## config.mk

```make
export PLATFORM = sky130hd
export DESIGN_NAME = hazard_sequencer
export DESIGN_NICKNAME = d
export VERILOG_FILES = /design/src/rtl/hazard_sequencer.sv
export SDC_FILE = /design/constraint.sdc
export NUM_CORES = 1
export LEC_CHECK = 0
export ABC_CLOCK_PERIOD_IN_PS = 1700
export BUFFER_PORTS_ARGS = -buffer_cell sky130_fd_sc_hd__buf_2
export CAP_MARGIN = 15
export CORE_MARGIN = 5
export CORE_UTILIZATION = 41
export CTS_CLUSTER_DIAMETER = 30
export CTS_CLUSTER_SIZE = 14
export DETAILED_ROUTE_END_ITERATION = 7
export PLACE_DENSITY = 0.75
export SLEW_MARGIN = 20
export SYNTH_ARGS = -nofsm -noshare
export SYNTH_HDL_FRONTEND = slang
export SYNTH_SLANG_ARGS = --single-unit
```

## constraint.sdc

```tcl
create_clock -name CLK -period 1.7 [get_ports CLK]
set_input_delay 0.17 -clock CLK [delete_from_list [all_inputs] [get_ports CLK]]
set_output_delay 0.17 -clock CLK [all_outputs]
set_load 0.01 [all_outputs]
```

## src/rtl/hazard_sequencer.sv

```systemverilog
// Pipeline sequencing controller: PC/latch enables and flushes for cache stalls, load-use, redirects and halt drain.
// Optional build macro HAZARD_PERF_EN adds saturating stall/bubble/flush performance counters.
module hazard_sequencer #(
    parameter int DRAIN_CYCLES = 3,
    parameter int CNT_W        = 32
) (
    input  logic             CLK,
    input  logic             RST,
    input  logic             ihit,
    input  logic             dhit,
    input  logic             mem_dREN,
    input  logic             mem_dWEN,
    input  logic [4:0]       id_rs,
    input  logic [4:0]       id_rt,
    input  logic             id_uses_rs,
    input  logic             id_uses_rt,
    input  logic             id_halt,
    input  logic             ex_dREN,
    input  logic [4:0]       ex_wsel,
    input  logic             ex_redirect,
    output logic             pc_en,
    output logic             ifid_en,
    output logic             idex_en,
    output logic             exmem_en,
    output logic             memwb_en,
    output logic             ifid_flush,
    output logic             idex_flush,
    output logic             exmem_flush,
`ifdef HAZARD_PERF_EN
    output logic [CNT_W-1:0] stall_cnt,
    output logic [CNT_W-1:0] bubble_cnt,
    output logic [CNT_W-1:0] flush_cnt,
`endif
    output logic             halt
);

    // A zero-length drain still needs a one-bit counter to stay legal.
    localparam int DW = (DRAIN_CYCLES > 0) ? $clog2(DRAIN_CYCLES + 1) : 1;
    localparam logic [DW-1:0] DRAIN_LOAD = DW'(DRAIN_CYCLES);

    typedef enum logic [1:0] {ST_RUN, ST_DRAIN, ST_HALTED} state_t;

    state_t        state_q, state_d;
    logic [DW-1:0] cnt_q, cnt_d;
    logic          halt_q;
    logic          memwait, lduse;

    assign memwait = (mem_dREN | mem_dWEN) & ~dhit;
    assign lduse   = ex_dREN & (ex_wsel != 5'd0) &
                     ((id_uses_rs & (id_rs == ex_wsel)) | (id_uses_rt & (id_rt == ex_wsel)));

    always_comb begin
        state_d     = state_q;
        cnt_d       = cnt_q;
        pc_en       = 1'b0;
        ifid_en     = 1'b0;
        idex_en     = 1'b0;
        exmem_en    = 1'b0;
        memwb_en    = 1'b0;
        ifid_flush  = 1'b0;
        idex_flush  = 1'b0;
        exmem_flush = 1'b0;
        case (state_q)
            ST_RUN: begin
                if (memwait) begin
                    // whole pipeline frozen; a pending halt is re-seen next cycle
                end else if (ex_redirect) begin
                    pc_en      = 1'b1;
                    ifid_en    = 1'b1;
                    idex_en    = 1'b1;
                    exmem_en   = 1'b1;
                    memwb_en   = 1'b1;
                    ifid_flush = 1'b1;
                    idex_flush = 1'b1;
                end else if (lduse) begin
                    idex_en    = 1'b1;
                    exmem_en   = 1'b1;
                    memwb_en   = 1'b1;
                    idex_flush = 1'b1;
                end else begin
                    if (!ihit) begin
                        idex_en    = 1'b1;
                        exmem_en   = 1'b1;
                        memwb_en   = 1'b1;
                        idex_flush = 1'b1;
                    end else begin
                        pc_en    = 1'b1;
                        ifid_en  = 1'b1;
                        idex_en  = 1'b1;
                        exmem_en = 1'b1;
                        memwb_en = 1'b1;
                    end
                    if (id_halt) begin
                        state_d = ST_DRAIN;
                        cnt_d   = DRAIN_LOAD;
                    end
                end
            end
            ST_DRAIN: begin
                idex_flush = 1'b1;
                idex_en    = ~memwait;
                exmem_en   = ~memwait;
                memwb_en   = ~memwait;
                if (cnt_q == '0) begin
                    state_d = ST_HALTED;
                end else if (!memwait) begin
                    cnt_d = cnt_q - DW'(1);
                end
            end
            ST_HALTED: begin
            end
            default: state_d = ST_RUN;
        endcase
        if (RST) begin
            pc_en       = 1'b0;
            ifid_en     = 1'b0;
            idex_en     = 1'b0;
            exmem_en    = 1'b0;
            memwb_en    = 1'b0;
            ifid_flush  = 1'b1;
            idex_flush  = 1'b1;
            exmem_flush = 1'b1;
        end
    end

    always_ff @(posedge CLK) begin
        if (RST) begin
            state_q <= ST_RUN;
            cnt_q   <= '0;
            halt_q  <= 1'b0;
        end else begin
            state_q <= state_d;
            cnt_q   <= cnt_d;
            halt_q  <= (state_d == ST_HALTED);
        end
    end

    assign halt = halt_q & ~RST;

`ifdef HAZARD_PERF_EN
    logic [2:0]       perf_ev;
    logic [CNT_W-1:0] perf_q [3];

    // Events mirror the RUN priority chain: stall, then flush, then bubble.
    assign perf_ev[0] = (state_q == ST_RUN) & memwait;
    assign perf_ev[1] = (state_q == ST_RUN) & ~memwait & ~ex_redirect & (lduse | ~ihit);
    assign perf_ev[2] = (state_q == ST_RUN) & ~memwait & ex_redirect;

    generate
        for (genvar gi = 0; gi < 3; gi++) begin : g_perf
            always_ff @(posedge CLK) begin
                if (RST) begin
                    perf_q[gi] <= '0;
                end else if (perf_ev[gi] && (perf_q[gi] != {CNT_W{1'b1}})) begin
                    perf_q[gi] <= perf_q[gi] + CNT_W'(1);
                end
            end
        end
    endgenerate

    assign stall_cnt  = perf_q[0];
    assign bubble_cnt = perf_q[1];
    assign flush_cnt  = perf_q[2];
`endif

endmodule

```

==> results of run 1 <==
==> placed cells by master, fill, tap and decap left out, drive strengths merged <==
master	instances
buf	38
xnor2	10
nor2	10
o21ai	7
nand2	6
inv	5
dfxtp	5
clkbuf	4
a21oi	3
nor2b	2
nand4	2
nand3	2
o211ai	2
nor3	2
or4	1
o22ai	1
and2b	1
o22a	1
mux2	1
nand2b	1
a221oi	1
nor3b	1
o31ai	1
a211o	1
o221ai	1
nor4	1
nand3b	1
ha	1
==> through the flow <==
step | instances | cell area [µm²] | TNS (ns) | utilization
after floorplan | 76 | 554 | 0 | -
after global placement | 123 | 734 | 0 | 0.572
after detailed placement | 123 | 734 | -0.0224 | 0.572
after CTS | 127 | 764 | -0.00579 | 0.595
after global routing | 127 | 791 | -0.00452 | 0.615
final | 127 | 791 | 0 | 0.615
==> critical path: stages <==
cell and delay (ns):
buf_6 0.09, or4_4 0.52, o21ai_2 0.16, and2b_4 0.21, o22a_2 0.22, buf_6 0.12
==> routing by layer <==
metal | routed length (µm) | global-route usage | vias to the layer above
met5 | 0 | 0 | -
met4 | 0 | 0.0331 | 0
met3 | 163 | 0.0575 | 0
met2 | 707 | 0.287 | 35
met1 | 598 | 0.181 | 280
li1 | - | - | 334
==> cells by family after synthesis <==
| family | count (synthesis) | synth area share |
|---|---|---|
| simple gates | 30 | 0.271 |
| xor+xnor | 10 | 0.158 |
| fa+ha+maj | 1 | 0.0226 |
| buf+inv | 11 | 0.104 |
| compound gates | 18 | 0.244 |
| mux | 1 | 0.0203 |
| flops | 5 | 0.181 |
==> state kept, by name, summed over array words and instances, names as in the netlist <==
register  flops
state_q       2
halt_q        1
cnt_q         2
==> final cells by class <==
class | count | area, µm²
fillers | 120 | 494
multi-input cells | 60 | 413
repair buffers | 38 | 213
flip-flops and latches | 5 | 101
clock buffers | 4 | 26.3
inverters | 5 | 18.8
well taps | 15 | 18.8
==> repair_timing <==
item | 4_1_cts | 5_1_grt
resized for setup | 2 | 7
buffers inserted | 0 | 0
hold buffers | 0 | 0
pin swaps | 1 | 3
endpoints found under the setup margin | 3 | 3
==> worst max path at each step <==
stage	endpoint	from
2_1_floorplan	pc_en	ex_wsel[1]
3_3_place_gp	idex_flush	ex_wsel[1]
3_5_place_dp	idex_flush	ex_wsel[1]
4_1_cts	idex_flush	ex_wsel[1]
5_1_grt	idex_flush	ex_wsel[2]
6_report	idex_flush	ex_wsel[2]
==> power by group <==
| part | internal [mW] | switching [mW] |
|---|---|---|
| Combinational | 0.0948 | 0.0905 |
| Sequential | 0.127 | 0.00805 |
| Clock | 0.0887 | 0.0490 |
==> impl_metrics.yaml, run 1 <==
timing:
  setup_viol: 0
  slew_headroom: 0.787
  hold_slack_ns: 0.230
  skew_ns: 0.00393
  period_share: 0.977
  final_hold_viol_count: 0
  period_minus_slack_ns: 1.66
  drv_slew: 0
  worst_slack_ns: 0.0389
  rsz0062_at_grt: "yes"
  fmax_ghz: 0.602
  tightest_slew_ns: 0.318
route:
  num_vias: 649
  drcViolationCount: 0
  wirelength_mm: 1.47
  wl_per_cell_um: 11.6
  ant_nets: 0
  viasPerCell: 5.11
  drt-pass1-iter-count: 4
  drt-initial-drc-count: 4
yosys:
  yosysUniqueCellTypes: 30
  synthCells: 76
  synth.area.top_cells: "dfxtp_1 (18%), xnor2_1 (16%), nor2_1 (6.8%)"
  synth_seq_cells: 5
  yosysSeqAreaShare: 0.181
  synth_nets: 103
  yosys_warnings: 0
  synth-edff-count: 0
  synthTopCellsByCount: "nor2_1 (10), xnor2_1 (10), nand2_1 (6), o21ai_0 (6)"
  synth_area_um2: 554
  async_reset_ff_frac: 0
  syn_area_per_cell_um2: 7.29
  synth_top_cell_by_area: "dfxtp_1"
  yosysTopAreaCellShare: 0.181
  ys.flop_type: "dfxtp_1"
run:
  cap_violations: 0
floorplan:
  io_pins: 35
  num_rows: 13
  initial_core_util: 0.431
  die_width_um: 46.8
  fp.dieH_um: 46.8
  die_area_mm2: 0.00219
  core_mm2: 0.00128
layout:
  area_growth_syn_to_layout_pct: 42.7
  nets: 140
  drive_gt1_frac: 0.464
  num_antenna_cells: 0
placed_design:
  dpl.hpwl_mm: 1.28
  gp_congestion: 0.842
  dp_slack_ns: -0.0224
  port_buffers: 34
grt:
  grt_antenna_before_repair: 0
  grt_pass1_wl_mm: 2.53
  grt-ovfl-total: 0
  grt_use_total: 0.160
  grt_max_degree: 11
  grt_pass1_vias: 645
min_path:
  hold_depth: 2
  min_to: "state_q[1]"
  min_from: "RST"
  hp-class: "in2reg"
clock_network:
  clk_latency_ns: 0.24
  htree_levels: 1
  cts_tree: "done"
  clk_path_buf_depth: 2
  cts-root-buf: "clkbuf_4"
  cts_buffers: 3
  clock_sinks: 5
  path_clk_slew_ns: 0.04
critical_path:
  crit_required_ns: 1.53
  arrival_ns: 1.49
  r2r_slack_ns: 0.18
  end_kind: "primary output"
  r2r_start: "cnt_q[0]"
  reg2reg_depth: 6
  critical_path_class: "in2out"
  r2r_end: "cnt_q[1]"
  critPathLaunchType: "input pin"
  critPathMaxFanout: 3
pwr:
  pwr_density_cell_mw_per_mm2: 579
  irDropWorstVdd_uv: 339
  finalPower_uw: 458
  p_leak_nw: 0.360
status:
  status: "finished clean"
Power figures use the tool's default switching activity.
==> inputs of run 2 (changes only) <==
CELL_PAD_IN_SITES_DETAIL_PLACEMENT = 0   (was not set)
CELL_PAD_IN_SITES_GLOBAL_PLACEMENT = 2   (was not set)
CORE_UTILIZATION = 20   (was 41)
PLACE_DENSITY = 0.73   (was 0.75)
==> run 2 against run 1 <==
Compared with the run above:
- utilization decreased by 31 points
- non-clock buffer count grew 3
- hold slack improved by 0.011 ns
- register-to-register slack barely moved
- clock skew is 0.0031 ns lower
- design area grew 5.4%
- fmax is 1.0% higher
- die area rose by 79%
- via count grew 2.8%
- combinational power increased by 5%
- critical path depth is the same
- wire length grew 15%
==> impl_metrics.yaml, run 2 (synthesis gave the netlist of run 1 again) <==
critical_path:
  max_stage_delay_ns: 0.52
  end_kind: "primary output"
  critical_path_class: "in2out"
  crit_chain: "buf_6, or4_4, o21ai_2, and2b_4, o22a_2, buf_6"
  crit_required_ns: 1.53
  critPathLaunchType: "input pin"
  arrival_ns: 1.47
  critPathMaxFanout: 3
  critPathSlowestCell: "or4_4"
  cp_top_family: "simple AND/OR/NAND/NOR gates"
  crit_buf_inv: 2
  critPathMostFrequentCell: "buf_6"
  r2r_slack_ns: 0.19
clock_network:
  cts_resized: 0
  clock_sinks: 5
  cts_tree: "done"
  clk_latency_ns: 0.24
  htree_levels: 1
  cts-root-buf: "clkbuf_4"
  clk_path_buf_depth: 2
  post-cts-setup-buffers: 0
  path_clk_slew_ns: 0.04
  cts_hold_buf: 0
  cts_buffers: 3
layout:
  final_common_cell: "buf_2"
  num_antenna_cells: 0
  nets: 143
  final_cell_mix: "buf_2 (32), xnor2_1 (10), nor2_1 (10)"
  drive_gt1_frac: 0.478
  area_growth_syn_to_layout_pct: 50.3
  reg_top3: "cnt_q (2), state_q (2), halt_q (1)"
  post-route-util: 0.307
  stdcell_count: 146
route:
  ant_nets: 0
  wirelength_mm: 1.69
  wl_per_cell_um: 11.6
  drt-initial-drc-count: 16
  num_vias: 667
  drcViolationCount: 0
  viasPerCell: 4.57
  drt-pass1-iter-count: 4
pwr:
  pwr_density_cell_mw_per_mm2: 556
  irDropWorstVdd_uv: 242
  p_leak_nw: 0.375
timing:
  final_hold_viol_count: 0
  drv_slew: 0
  fmax_ghz: 0.608
  rsz0062_at_grt: "no"
  skew_ns: 0.000806
  period_share: 0.967
  slew_headroom: 0.786
  setup_viol: 0
  period_minus_slack_ns: 1.64
  tightest_slew_ns: 0.319
  tns_ns: 0
floorplan:
  core_mm2: 0.00271
  die_area_mm2: 0.00392
  io_pins: 35
  die_width_um: 62.6
  num_rows: 19
  fp.dieH_um: 62.6
  initial_core_util: 0.205
grt:
  grt_pass1_vias: 740
  grt_use_total: 0.0939
  grt-ovfl-total: 0
  grt_antenna_before_repair: 0
  grt_max_degree: 11
  grt_pass1_wl_mm: 3.05
run:
  cap_violations: 0
placed_design:
  dpl.hpwl_mm: 1.47
  gp_congestion: 0.836
  port_buffers: 34
  dp_cells: 142
min_path:
  hp-class: "in2reg"
status:
  status: "finished clean"
run 2: cell types whose count changed in the layout (fill, tap and decap cells not counted), sizes merged:
| cell | change |
|---|---|
| buf | +3 |
run 2: path summary, 6_finish.rpt:
check	start	endpoint	cells after the start
setup / recovery	ex_wsel[2]	idex_flush	6
hold / removal	RST	state_q[1]	2
setup reg to reg	cnt_q[0]	cnt_q[1]	6
hold reg to reg	state_q[0]	cnt_q[0]	1
run 2: per-layer routing:
| metal | global-route usage | part of all wire | vias up |
|---|---|---|---|
| met1 | 0.0969 | 0.42 | 293 |
| li1 | - | - | 342 |
| met5 | 0 | 0 | - |
| met4 | 0.0265 | 0.0089 | 0 |
| met3 | 0.0432 | 0.080 | 2 |
| met2 | 0.168 | 0.49 | 30 |
run 2: final cells by class:
cell class,instances,area [µm²]
Fill cell,314,1880
Tap cell,31,38.8
Multi-Input combinational cell,60,413
Inverter,5,18.8
Sequential cell,5,101
Clock buffer,4,26.3
Timing Repair Buffer,41,235
run 2: per-stage QoR:
stage               hold WS [ns]  total power [mW]  instance area (µm²)  worst slack (ns)
CTS                        0.237             0.464                  803           0.00992
finish                     0.240             0.463                  833            0.0559
floorplan                  0.432             0.249                  554            0.0849
global placement           0.484             0.321                  777            0.0173
detailed placement         0.492             0.322                  777           0.00993
global route               0.276             0.512                  833           0.00295
run 2: report_power, final:
part           leakage [nW]  switching, mW  internal (mW)
registers            0.0413        0.00719          0.127
logic                 0.319         0.0939         0.0998
clock network        0.0150         0.0472         0.0887
total                 0.375          0.148          0.315
==> inputs of run 3 (changes only) <==
==> constraint.sdc (replaced) <==
create_clock -name CLK -period 1.7 [get_ports CLK]
set_input_delay 0.085 -clock CLK [delete_from_list [all_inputs] [get_ports CLK]]
set_output_delay 0.085 -clock CLK [all_outputs]
set_load 0.01 [all_outputs]
==> run 3 against run 2 <==
Compared with the run above:
- non-clock buffer count fell by 3
- hold slack got worse by 0.093 ns
- flip-flop and latch count unchanged
- setup slack gained 0.064 ns
- count of clock-buffer cells in the layout stayed put
- largest cell class unchanged
- clock power about the same
- fmax rose by 4.0%
- final cell count shrank 2.1%
- design area decreased by 5.9%
- clock skew grew 0.0010 ns
==> impl_metrics.yaml, run 3 (synthesis gave the netlist of run 1 again) <==
critical_path:
  end_kind: "primary output"
  critPathMaxFanout: 6
  crit_required_ns: 1.62
  critical_path_class: "reg2out"
  r2r_start: "cnt_q[0]"
  critPathLaunch: "state_q[1]"
  arrival_ns: 1.50
  critPathLaunchType: "flip-flop"
layout:
  drive_gt1_frac: 0.429
  area_growth_syn_to_layout_pct: 41.5
  fin_area_um2: 785
  reg_top3: "cnt_q (2), state_q (2), halt_q (1)"
  final_cell_mix: "buf_2 (34), xnor2_1 (10), nor2_1 (10)"
  nets: 140
  final_common_cell: "buf_2"
  num_antenna_cells: 0
  fill_cells: 319
floorplan:
  die_width_um: 62.6
  core_mm2: 0.00271
  fp.dieH_um: 62.6
  io_pins: 35
  num_rows: 19
  die_area_mm2: 0.00392
  initial_core_util: 0.205
route:
  wirelength_mm: 1.46
  ant_nets: 0
  drt-initial-drc-count: 21
  drcViolationCount: 0
  num_vias: 635
  viasPerCell: 4.44
  drt-pass1-iter-count: 3
  wl_per_cell_um: 10.2
grt:
  grt_max_degree: 11
  grt_antenna_before_repair: 0
  grt-ovfl-total: 0
  grt_pass1_wl_mm: 2.46
  grt_pass1_vias: 595
  grt_use_total: 0.0757
placed_design:
  port_buffers: 34
  dpl-instance-area_um2: 747
  gp_congestion: 0.808
  dpl.hpwl_mm: 1.31
clock_network:
  clock_sinks: 5
  htree_levels: 1
  clk_latency_ns: 0.24
  cts-root-buf: "clkbuf_4"
  clk_path_buf_depth: 2
  cts_tree: "done"
  cts_buffers: 3
  path_clk_slew_ns: 0.04
timing:
  period_minus_slack_ns: 1.58
  slew_headroom: 0.771
  tightest_slew_ns: 0.340
  period_share: 0.930
  hold_slack_ns: 0.148
  skew_ns: 0.00181
  final_hold_viol_count: 0
  drv_slew: 0
  fmax_ghz: 0.633
  setup_viol: 0
min_path:
  min_from: "RST"
  hp-class: "in2reg"
pwr:
  irDropWorstVdd_uv: 285
  pwr_density_cell_mw_per_mm2: 569
  p_leak_nw: 0.349
  finalPower_uw: 446
status:
  status: "finished clean"
run:
  cap_violations: 0
==> run 3: metrics by stage <==
stage	util	cells	setup slack (ns)	setup TNS, ns
after global routing	0.289	143	-0.00136	-0.00136
after detailed placement	0.276	138	0.110	0
after CTS	0.285	142	0.0949	0
after global placement	0.276	138	0.113	0
final	0.289	143	0.119	0
after floorplan	-	76	0.133	0
==> run 3: power by group <==
part           internal (mW)  switching (mW)
sequential             0.127         0.00714
clock                 0.0885          0.0453
combinational         0.0912          0.0876
total                  0.306           0.140
==> run 3: worst paths after layout <==
path	slack, ns	cells after the start	end
min	0.15	2	state_q[1]
max reg2reg	0.25	6	cnt_q[1]
max	0.12	7	pc_en
min reg2reg	0.61	2	state_q[0]
==> run 3: layer usage <==
| layer | up-vias | routed length (µm) | track usage |
|---|---|---|---|
| li1 | 333 | - | - |
| met2 | 25 | 717 | 0.118 |
| met1 | 275 | 592 | 0.0881 |
| met5 | - | 0 | 0 |
| met4 | 0 | 8 | 0.0265 |
| met3 | 2 | 144 | 0.0396 |
==> run 3: critical path: stages, from the launching register on <==
cell     delay (ns)
dfxtp_2        0.35
inv_1          0.07
o21ai_0        0.14
nor3_1         0.27
buf_4          0.15
nand2_1        0.04
o21ai_1        0.08
buf_2          0.15
==> run 3: layout make-up <==
cell class | count | area (µm²) | area share
Multi-Input combinational cell | 60 | 399 | 0.509
Timing Repair Buffer | 38 | 200 | 0.255
Sequential cell | 5 | 101 | 0.129
Inverter | 5 | 18.8 | 0.0239
Clock buffer | 4 | 26.3 | 0.0335
Tap cell | 31 | 38.8 | 0.0494
==> run 3: timing repair <==
action,CTS,global route
setup buffers,0,1
endpoints found under the hold margin,0,0
hold buffers,0,0
setup endpoints to repair,0,3
gates resized for setup,0,4
